==> config.mk <==
export PLATFORM = sky130hd
export DESIGN_NAME = pipe_hazard_ctrl
export DESIGN_NICKNAME = d
export VERILOG_FILES = /design/src/rtl/pipe_ctrl_pkg.sv /design/src/rtl/pipe_hazard_ctrl_hazard_detect.sv /design/src/rtl/pipe_hazard_ctrl.sv
export SDC_FILE = /design/constraint.sdc
export NUM_CORES = 1
export LEC_CHECK = 0
export ABC_AREA = 1
export CAP_MARGIN = 10
export CORE_UTILIZATION = 42
export DETAILED_ROUTE_END_ITERATION = 10
export DONT_BUFFER_PORTS = 1
export GPL_ROUTABILITY_DRIVEN = 0
export GPL_TIMING_DRIVEN = 0
export SLEW_MARGIN = 40
export SYNTH_ARGS = -nofsm -noshare
export SYNTH_HDL_FRONTEND = slang
export SYNTH_SLANG_ARGS = --single-unit
==> constraint.sdc <==
create_clock -name clk -period 3.5 [get_ports clk]
set_input_delay 0.7 -clock clk [delete_from_list [all_inputs] [get_ports clk]]
set_output_delay 0.7 -clock clk [all_outputs]
set_load 0.02 [all_outputs]
==> src/rtl/pipe_ctrl_pkg.sv <==
// Shared types and constants for the pipeline hazard controller.
package pipe_ctrl_pkg;

  // Controller operating states.
  typedef enum logic [1:0] {
    RUN        = 2'd0,
    DMEM_WAIT  = 2'd1,
    HALT_DRAIN = 2'd2,
    HALTED     = 2'd3
  } ctrl_state_t;

  // Number of non-frozen cycles needed for HLT to retire through WB.
  localparam int HALT_DRAIN_CYC = 3;

  // Control bundle for the PC and the four pipe registers.
  typedef struct packed {
    logic pc_wen;
    logic ifid_wen;
    logic idex_wen;
    logic exmem_wen;
    logic memwb_wen;
    logic ifid_flush;
    logic idex_flush;
    logic exmem_flush;
    logic memwb_flush;
  } pipe_ctrl_t;

  // Everything advances, nothing cleared.
  localparam pipe_ctrl_t CTRL_ADVANCE = 9'b1_1111_0000;
  // Whole pipe frozen, bubble injected into WB.
  localparam pipe_ctrl_t CTRL_FREEZE  = 9'b0_0000_0001;
  // Core stopped: nothing written, nothing cleared.
  localparam pipe_ctrl_t CTRL_STOP    = 9'b0_0000_0000;
  // Held in reset: nothing written, everything cleared.
  localparam pipe_ctrl_t CTRL_RESET   = 9'b0_0000_1111;

  // States in which PC stalls are counted as performance events.
  function automatic logic is_run_state(input ctrl_state_t s);
    return (s == RUN) || (s == DMEM_WAIT);
  endfunction

endpackage

==> src/rtl/pipe_hazard_ctrl_hazard_detect.sv <==
// Combinational hazard decode: load-use, data-memory wait, instruction-memory wait.
module hazard_detect #(
  parameter int REG_W = 4
) (
  input  logic [REG_W-1:0] ifid_rs,
  input  logic [REG_W-1:0] ifid_rt,
  input  logic             ifid_uses_rt,
  input  logic             idex_memread,
  input  logic [REG_W-1:0] idex_rd,
  input  logic             imem_ready,
  input  logic             exmem_req,
  input  logic             dmem_ready,
  output logic             load_use,
  output logic             dmem_wait,
  output logic             imem_wait
);

  logic rs_hit;
  logic rt_hit;

  // r0 is hardwired to zero, so a load into it never creates a dependency.
  assign rs_hit    = (idex_rd == ifid_rs);
  assign rt_hit    = ifid_uses_rt & (idex_rd == ifid_rt);
  assign load_use  = idex_memread & (idex_rd != {REG_W{1'b0}}) & (rs_hit | rt_hit);
  assign dmem_wait = exmem_req & ~dmem_ready;
  assign imem_wait = ~imem_ready;

endmodule

==> src/rtl/pipe_hazard_ctrl.sv <==
// Pipeline control unit: hazard priority, stall/flush generation, halt and
// data-memory timeout sequencing, stall-cycle performance counter.
module pipe_hazard_ctrl #(
  parameter int REG_W       = 4,
  parameter int TIMEOUT     = 255,
  parameter int STALL_CNT_W = 16
) (
  input  logic                   clk,
  input  logic                   rst_n,
  input  logic [REG_W-1:0]       ifid_rs,
  input  logic [REG_W-1:0]       ifid_rt,
  input  logic                   ifid_uses_rt,
  input  logic                   ifid_halt,
  input  logic                   idex_memread,
  input  logic [REG_W-1:0]       idex_rd,
  input  logic                   br_taken_ex,
  input  logic                   imem_ready,
  input  logic                   exmem_req,
  input  logic                   dmem_ready,
  output logic                   pc_wen,
  output logic                   ifid_wen,
  output logic                   idex_wen,
  output logic                   exmem_wen,
  output logic                   memwb_wen,
  output logic                   ifid_flush,
  output logic                   idex_flush,
  output logic                   exmem_flush,
  output logic                   memwb_flush,
  output logic                   halted,
  output logic                   mem_err,
  output logic [STALL_CNT_W-1:0] stall_cnt
);

  import pipe_ctrl_pkg::*;

  localparam int WAIT_W  = $clog2(TIMEOUT + 1);
  localparam int DRAIN_W = 2;
  localparam logic [WAIT_W-1:0]  TIMEOUT_V = WAIT_W'(TIMEOUT);
  localparam logic [DRAIN_W-1:0] DRAIN_V   = DRAIN_W'(HALT_DRAIN_CYC);

  ctrl_state_t            state_r;
  ctrl_state_t            state_nxt;
  logic [WAIT_W-1:0]      wait_cnt_r;
  logic [WAIT_W-1:0]      wait_nxt;
  logic [DRAIN_W-1:0]     drain_cnt_r;
  logic [DRAIN_W-1:0]     drain_nxt;
  logic                   mem_err_r;
  logic                   halted_r;
  logic                   set_err;
  logic                   set_halt;
  logic [STALL_CNT_W-1:0] stall_cnt_r;
  logic                   stall_inc;
  logic                   load_use;
  logic                   dmem_wait;
  logic                   imem_wait;
  pipe_ctrl_t             ctrl_s;
  pipe_ctrl_t             ctrl_out;

  hazard_detect #(.REG_W(REG_W)) u_hazard_detect (
    .ifid_rs      (ifid_rs),
    .ifid_rt      (ifid_rt),
    .ifid_uses_rt (ifid_uses_rt),
    .idex_memread (idex_memread),
    .idex_rd      (idex_rd),
    .imem_ready   (imem_ready),
    .exmem_req    (exmem_req),
    .dmem_ready   (dmem_ready),
    .load_use     (load_use),
    .dmem_wait    (dmem_wait),
    .imem_wait    (imem_wait)
  );

  // Next-state, counter updates and prioritised stall/flush controls.
  always_comb begin
    ctrl_s    = CTRL_ADVANCE;
    state_nxt = state_r;
    wait_nxt  = wait_cnt_r;
    drain_nxt = drain_cnt_r;
    set_err   = 1'b0;
    set_halt  = 1'b0;
    case (state_r)
      RUN, DMEM_WAIT: begin
        if (dmem_wait) begin
          // Data memory stall freezes everything and overrides all other hazards.
          ctrl_s = CTRL_FREEZE;
          if (state_r == RUN) begin
            wait_nxt = WAIT_W'(1);
          end else begin
            wait_nxt = wait_cnt_r + WAIT_W'(1);
          end
          if (wait_nxt >= TIMEOUT_V) begin
            state_nxt = HALTED;
            set_err   = 1'b1;
          end else begin
            state_nxt = DMEM_WAIT;
          end
        end else begin
          wait_nxt  = {WAIT_W{1'b0}};
          state_nxt = RUN;
          if (br_taken_ex) begin
            // Squash the two wrong-path instructions; PC takes the target.
            ctrl_s.ifid_flush = 1'b1;
            ctrl_s.idex_flush = 1'b1;
          end else if (load_use) begin
            // Hold PC and IF/ID one cycle, bubble into EX.
            ctrl_s.pc_wen     = 1'b0;
            ctrl_s.ifid_wen   = 1'b0;
            ctrl_s.idex_flush = 1'b1;
          end else begin
            if (imem_wait | ifid_halt) begin
              ctrl_s.pc_wen     = 1'b0;
              ctrl_s.ifid_flush = 1'b1;
            end else begin
              ctrl_s = CTRL_ADVANCE;
            end
            // HLT blocked by a load-use stays in ID and is taken on the retry.
            if (ifid_halt) begin
              state_nxt = HALT_DRAIN;
              drain_nxt = {DRAIN_W{1'b0}};
            end else begin
              state_nxt = RUN;
            end
          end
        end
      end
      HALT_DRAIN: begin
        if (dmem_wait) begin
          ctrl_s = CTRL_FREEZE;
        end else begin
          ctrl_s.pc_wen     = 1'b0;
          ctrl_s.ifid_flush = 1'b1;
          drain_nxt         = drain_cnt_r + DRAIN_W'(1);
          if (drain_nxt == DRAIN_V) begin
            state_nxt = HALTED;
            set_halt  = 1'b1;
          end else begin
            state_nxt = HALT_DRAIN;
          end
        end
      end
      HALTED: begin
        ctrl_s = CTRL_STOP;
      end
      default: begin
        ctrl_s    = CTRL_FREEZE;
        state_nxt = RUN;
      end
    endcase
  end

  assign stall_inc = is_run_state(state_r) & ~ctrl_s.pc_wen;

  // While reset is held the pipe is frozen and fully cleared.
  assign ctrl_out    = rst_n ? ctrl_s : CTRL_RESET;
  assign pc_wen      = ctrl_out.pc_wen;
  assign ifid_wen    = ctrl_out.ifid_wen;
  assign idex_wen    = ctrl_out.idex_wen;
  assign exmem_wen   = ctrl_out.exmem_wen;
  assign memwb_wen   = ctrl_out.memwb_wen;
  assign ifid_flush  = ctrl_out.ifid_flush;
  assign idex_flush  = ctrl_out.idex_flush;
  assign exmem_flush = ctrl_out.exmem_flush;
  assign memwb_flush = ctrl_out.memwb_flush;
  assign halted      = halted_r;
  assign mem_err     = mem_err_r;
  assign stall_cnt   = stall_cnt_r;

  // Controller state and wait/drain counters.
  always_ff @(posedge clk or negedge rst_n) begin
    if (!rst_n) begin
      state_r     <= RUN;
      wait_cnt_r  <= {WAIT_W{1'b0}};
      drain_cnt_r <= {DRAIN_W{1'b0}};
    end else begin
      state_r     <= state_nxt;
      wait_cnt_r  <= wait_nxt;
      drain_cnt_r <= drain_nxt;
    end
  end

  // Sticky status flags, cleared only by reset.
  always_ff @(posedge clk or negedge rst_n) begin
    if (!rst_n) begin
      mem_err_r <= 1'b0;
      halted_r  <= 1'b0;
    end else begin
      if (set_err) begin
        mem_err_r <= 1'b1;
      end
      if (set_halt) begin
        halted_r <= 1'b1;
      end
    end
  end

  // Saturating count of PC-stall cycles while running.
  always_ff @(posedge clk or negedge rst_n) begin
    if (!rst_n) begin
      stall_cnt_r <= {STALL_CNT_W{1'b0}};
    end else if (stall_inc && (stall_cnt_r != {STALL_CNT_W{1'b1}})) begin
      stall_cnt_r <= stall_cnt_r + STALL_CNT_W'(1);
    end
  end

endmodule
==> impl_results.md <==
* Status: finished, violations left
* Violated checks: design-rule violations
* Die footprint at 5020 um^2
* CP top delay family: simple AND/OR/NAND/NOR gates
* Synthesized net count at 303
* Number of enable flip-flop cells after synthesis at 0
* Yosys warns at 0
* CP Class: input port to primary output
* Starting density of the core at 0.448
* Setup-failing EPs final at 0
* Placed Cells incl. Taps at 331
* Worst EP arrival at 1.94 ns
* Post-place setup slack at 0.820 ns
* Worst rel slew slack at 0.550
* RSZ-0062 raised after global routing: no
* Worst Tran Pin Value at 0.668 ns
* # hold bufs at CTS at 0
* Leak Pwr at 1.14 nW
* Sequential-to-total area share from yosys stat at 0.377
* Min-delay worst type: input port to async pin
* Clock sinks at 30
* DRC Markers at 10
* Final setup margin at 0.856 ns
* Filler instances at 463
* Die width at 70.8 um
* Synthesized area at 1990 um^2
* HPWL Detailed at 3180 um
* Worst R2R Path Depth at 9
* Setup crit end kind: primary output
* Clock Skews at 0.00387 ns
* F_max at 378 MHz
* Highest-delay cell along the critical path: nor2_1
* Antenna diodes at 0
* CTS H-tree lvls at 2
* Largest net degree at the start of global routing at 35
* # Post-CTS Setup Buffers at 0
* Register area at 751 um^2
* Final instance area at 2140 um^2
* Clock Pin Slew Worst Setup and Hold Paths at 0.06 ns
* CP max FO at 10
* WP depth at 10
* Fin crit period at 2.64 ns
* Critical Path Max Stage Delay at 0.35 ns
* Rows at 24
* Routed Antenna Nets at 0
* Initial antenna violation count at 0
* Core Util, Final at 0.481
* CTS Buffer Depth at 2
* Tcrit/Tclk final at 0.755
* Clock Tree Root: clkbuf_8
* Setup TNS at 0 ns
* Pre-antenna DRT Iters at 7
* FF+latch count, synth at 30
* Post-synthesis instance total at 279
* DIE HEIGHT at 70.8 um
* Total wire length at 4240 um
* Total grt overflow at 0
* Worst vdd ir at 0.209 mV
* Max-cap violations at 0
* Post-DP Area at 2060 um^2
* Layout cell share with drive strength beyond 1 at 0.0769
* Most used cell along the critical path: nand2_1
* Pwr dens at 296 nW/um^2
* Final Max Slew Viols at 0
* I/O pin cnt at 48
* Core area at 4440 um^2
* PostCTS Resize Cnt at 0
* CP cell instances: xor2_1 -> nor2_1 -> nand2_1 -> nand2_1 -> nand2_2 -> nand2_1 -> nand2_1 -> nand2_4 -> buf_2 -> nor2_1
* Syn avg cell area at 7.13 um^2
* Data required time of the critical path at 2.80 ns
* Layout net count at 310
* Via count at 1745
* Initial DRC count at 124
* Post-synth cell types at 29
* Via density at 5.16
* Tot GR Track Use at 0.186
* First-pass GRT wire length at 7570 um
* IO Port Bufs at 0
* Ys async rst share at 1.00
* Clk_lat worst skew at 0.27 ns
* Multi-input logic area at 1070 um^2
* Buf/Inv on CP at 1
* CTS tree: yes
* Area growth syn-to-layout at 7.36%
* Num CTS Buffers at 5
* Critical Path Start Type: input port
* Final hold viol count at 0
* Vias in the first global route at 1752
* Most used DFF post-synth: dfrtp_1
* Fin cells at 338
* Wire per inst at 12.5 um
[power breakdown]
part	internal (W)	switching [W]
Clock	0.000137	0.000124
Combinational	0.00000910	0.0000163
Sequential	0.000347	0
Total	0.000493	0.000141
[state kept, by name (all words and copies together) (netlist names)]
name         flops
drain_cnt_r      2
halted           1
mem_err          1
stall_cnt       16
state_r          2
wait_cnt_r       8
[cell type report]
type                       count  share of cell area
buffer                         6              0.0193
sequential                    30               0.351
tap                           52              0.0305
inverter                      35              0.0615
multi-input combinational    208               0.501
clock buffer                   7              0.0357
[layer usage]
metal | vias to the layer above | global-route usage | share of wire
li1 | 904 | - | -
met1 | 788 | 0.232 | 0.47
met2 | 49 | 0.322 | 0.46
met3 | 4 | 0.0470 | 0.060
met4 | 0 | 0.0511 | 0.0085
met5 | - | 0 | 0
[cells in the mapped netlist (2+ instances only)]
library cell | number | area (um^2)
nor2_1 | 30 | 113
o32ai_1 | 2 | 17.5
a21oi_1 | 2 | 10.0
ha_1 | 3 | 37.5
buf_2 | 3 | 15.0
o21ai_0 | 7 | 35.0
inv_1 | 32 | 120
nand3_1 | 37 | 185
dfrtp_1 | 30 | 751
o31ai_1 | 2 | 15.0
xor2_1 | 8 | 70.1
nand2_4 | 2 | 22.5
buf_4 | 2 | 15.0
nand2_2 | 2 | 12.5
nor3_1 | 5 | 25.0
xnor2_1 | 9 | 78.8
nand4_1 | 5 | 31.3
o22ai_1 | 3 | 18.8
nand2_1 | 84 | 315
inv_2 | 2 | 7.51
[worst paths after layout]
check | startpoint | to | slack [ns]
min | rst_n | stall_cnt[14] | 0.12
max | ifid_rs[0] | pc_wen | 0.86
min reg2reg | drain_cnt_r[0] | drain_cnt_r[0] | 0.51
max in group asynchronous | rst_n | stall_cnt[6] | 3.30
max reg2reg | stall_cnt[0] | stall_cnt[6] | 1.48
min in group clk | drain_cnt_r[0] | drain_cnt_r[0] | 0.51
[metrics by stage]
stage          hold slack, ns  total power, W
6_report                0.121        0.000633
5_1_grt                 0.100        0.000661
3_5_place_dp            0.406        0.000379
2_1_floorplan           0.404        0.000376
4_1_cts                 0.108        0.000643
3_3_place_gp            0.406        0.000378
[cells in the final DEF, fill, tap and decap left out, types with 2 or more instances in the layout]
master,n
a21oi_1,2
buf_2,3
buf_4,2
clkbuf_1,2
clkbuf_8,5
dfrtp_1,30
ha_1,3
inv_1,32
inv_2,2
nand2_1,84
nand2_2,2
nand2_4,2
nand3_1,37
nand4_1,5
nor2_1,30
nor3_1,4
o21ai_0,7
o22ai_1,3
o31ai_1,2
o32ai_1,2
xnor2_1,9
xor2_1,8
[logic make-up after synthesis]
logic type	share of synthesized area
buffers and inverters	0.0868
AO/OA/AOI/OAI	0.0692
adder cells (fa/ha/maj)	0.0189
AND/OR/NAND/NOR	0.373
flip-flops	0.377
XOR/XNOR	0.0748
No activity file was read; power rests on OpenSTA's default activity.
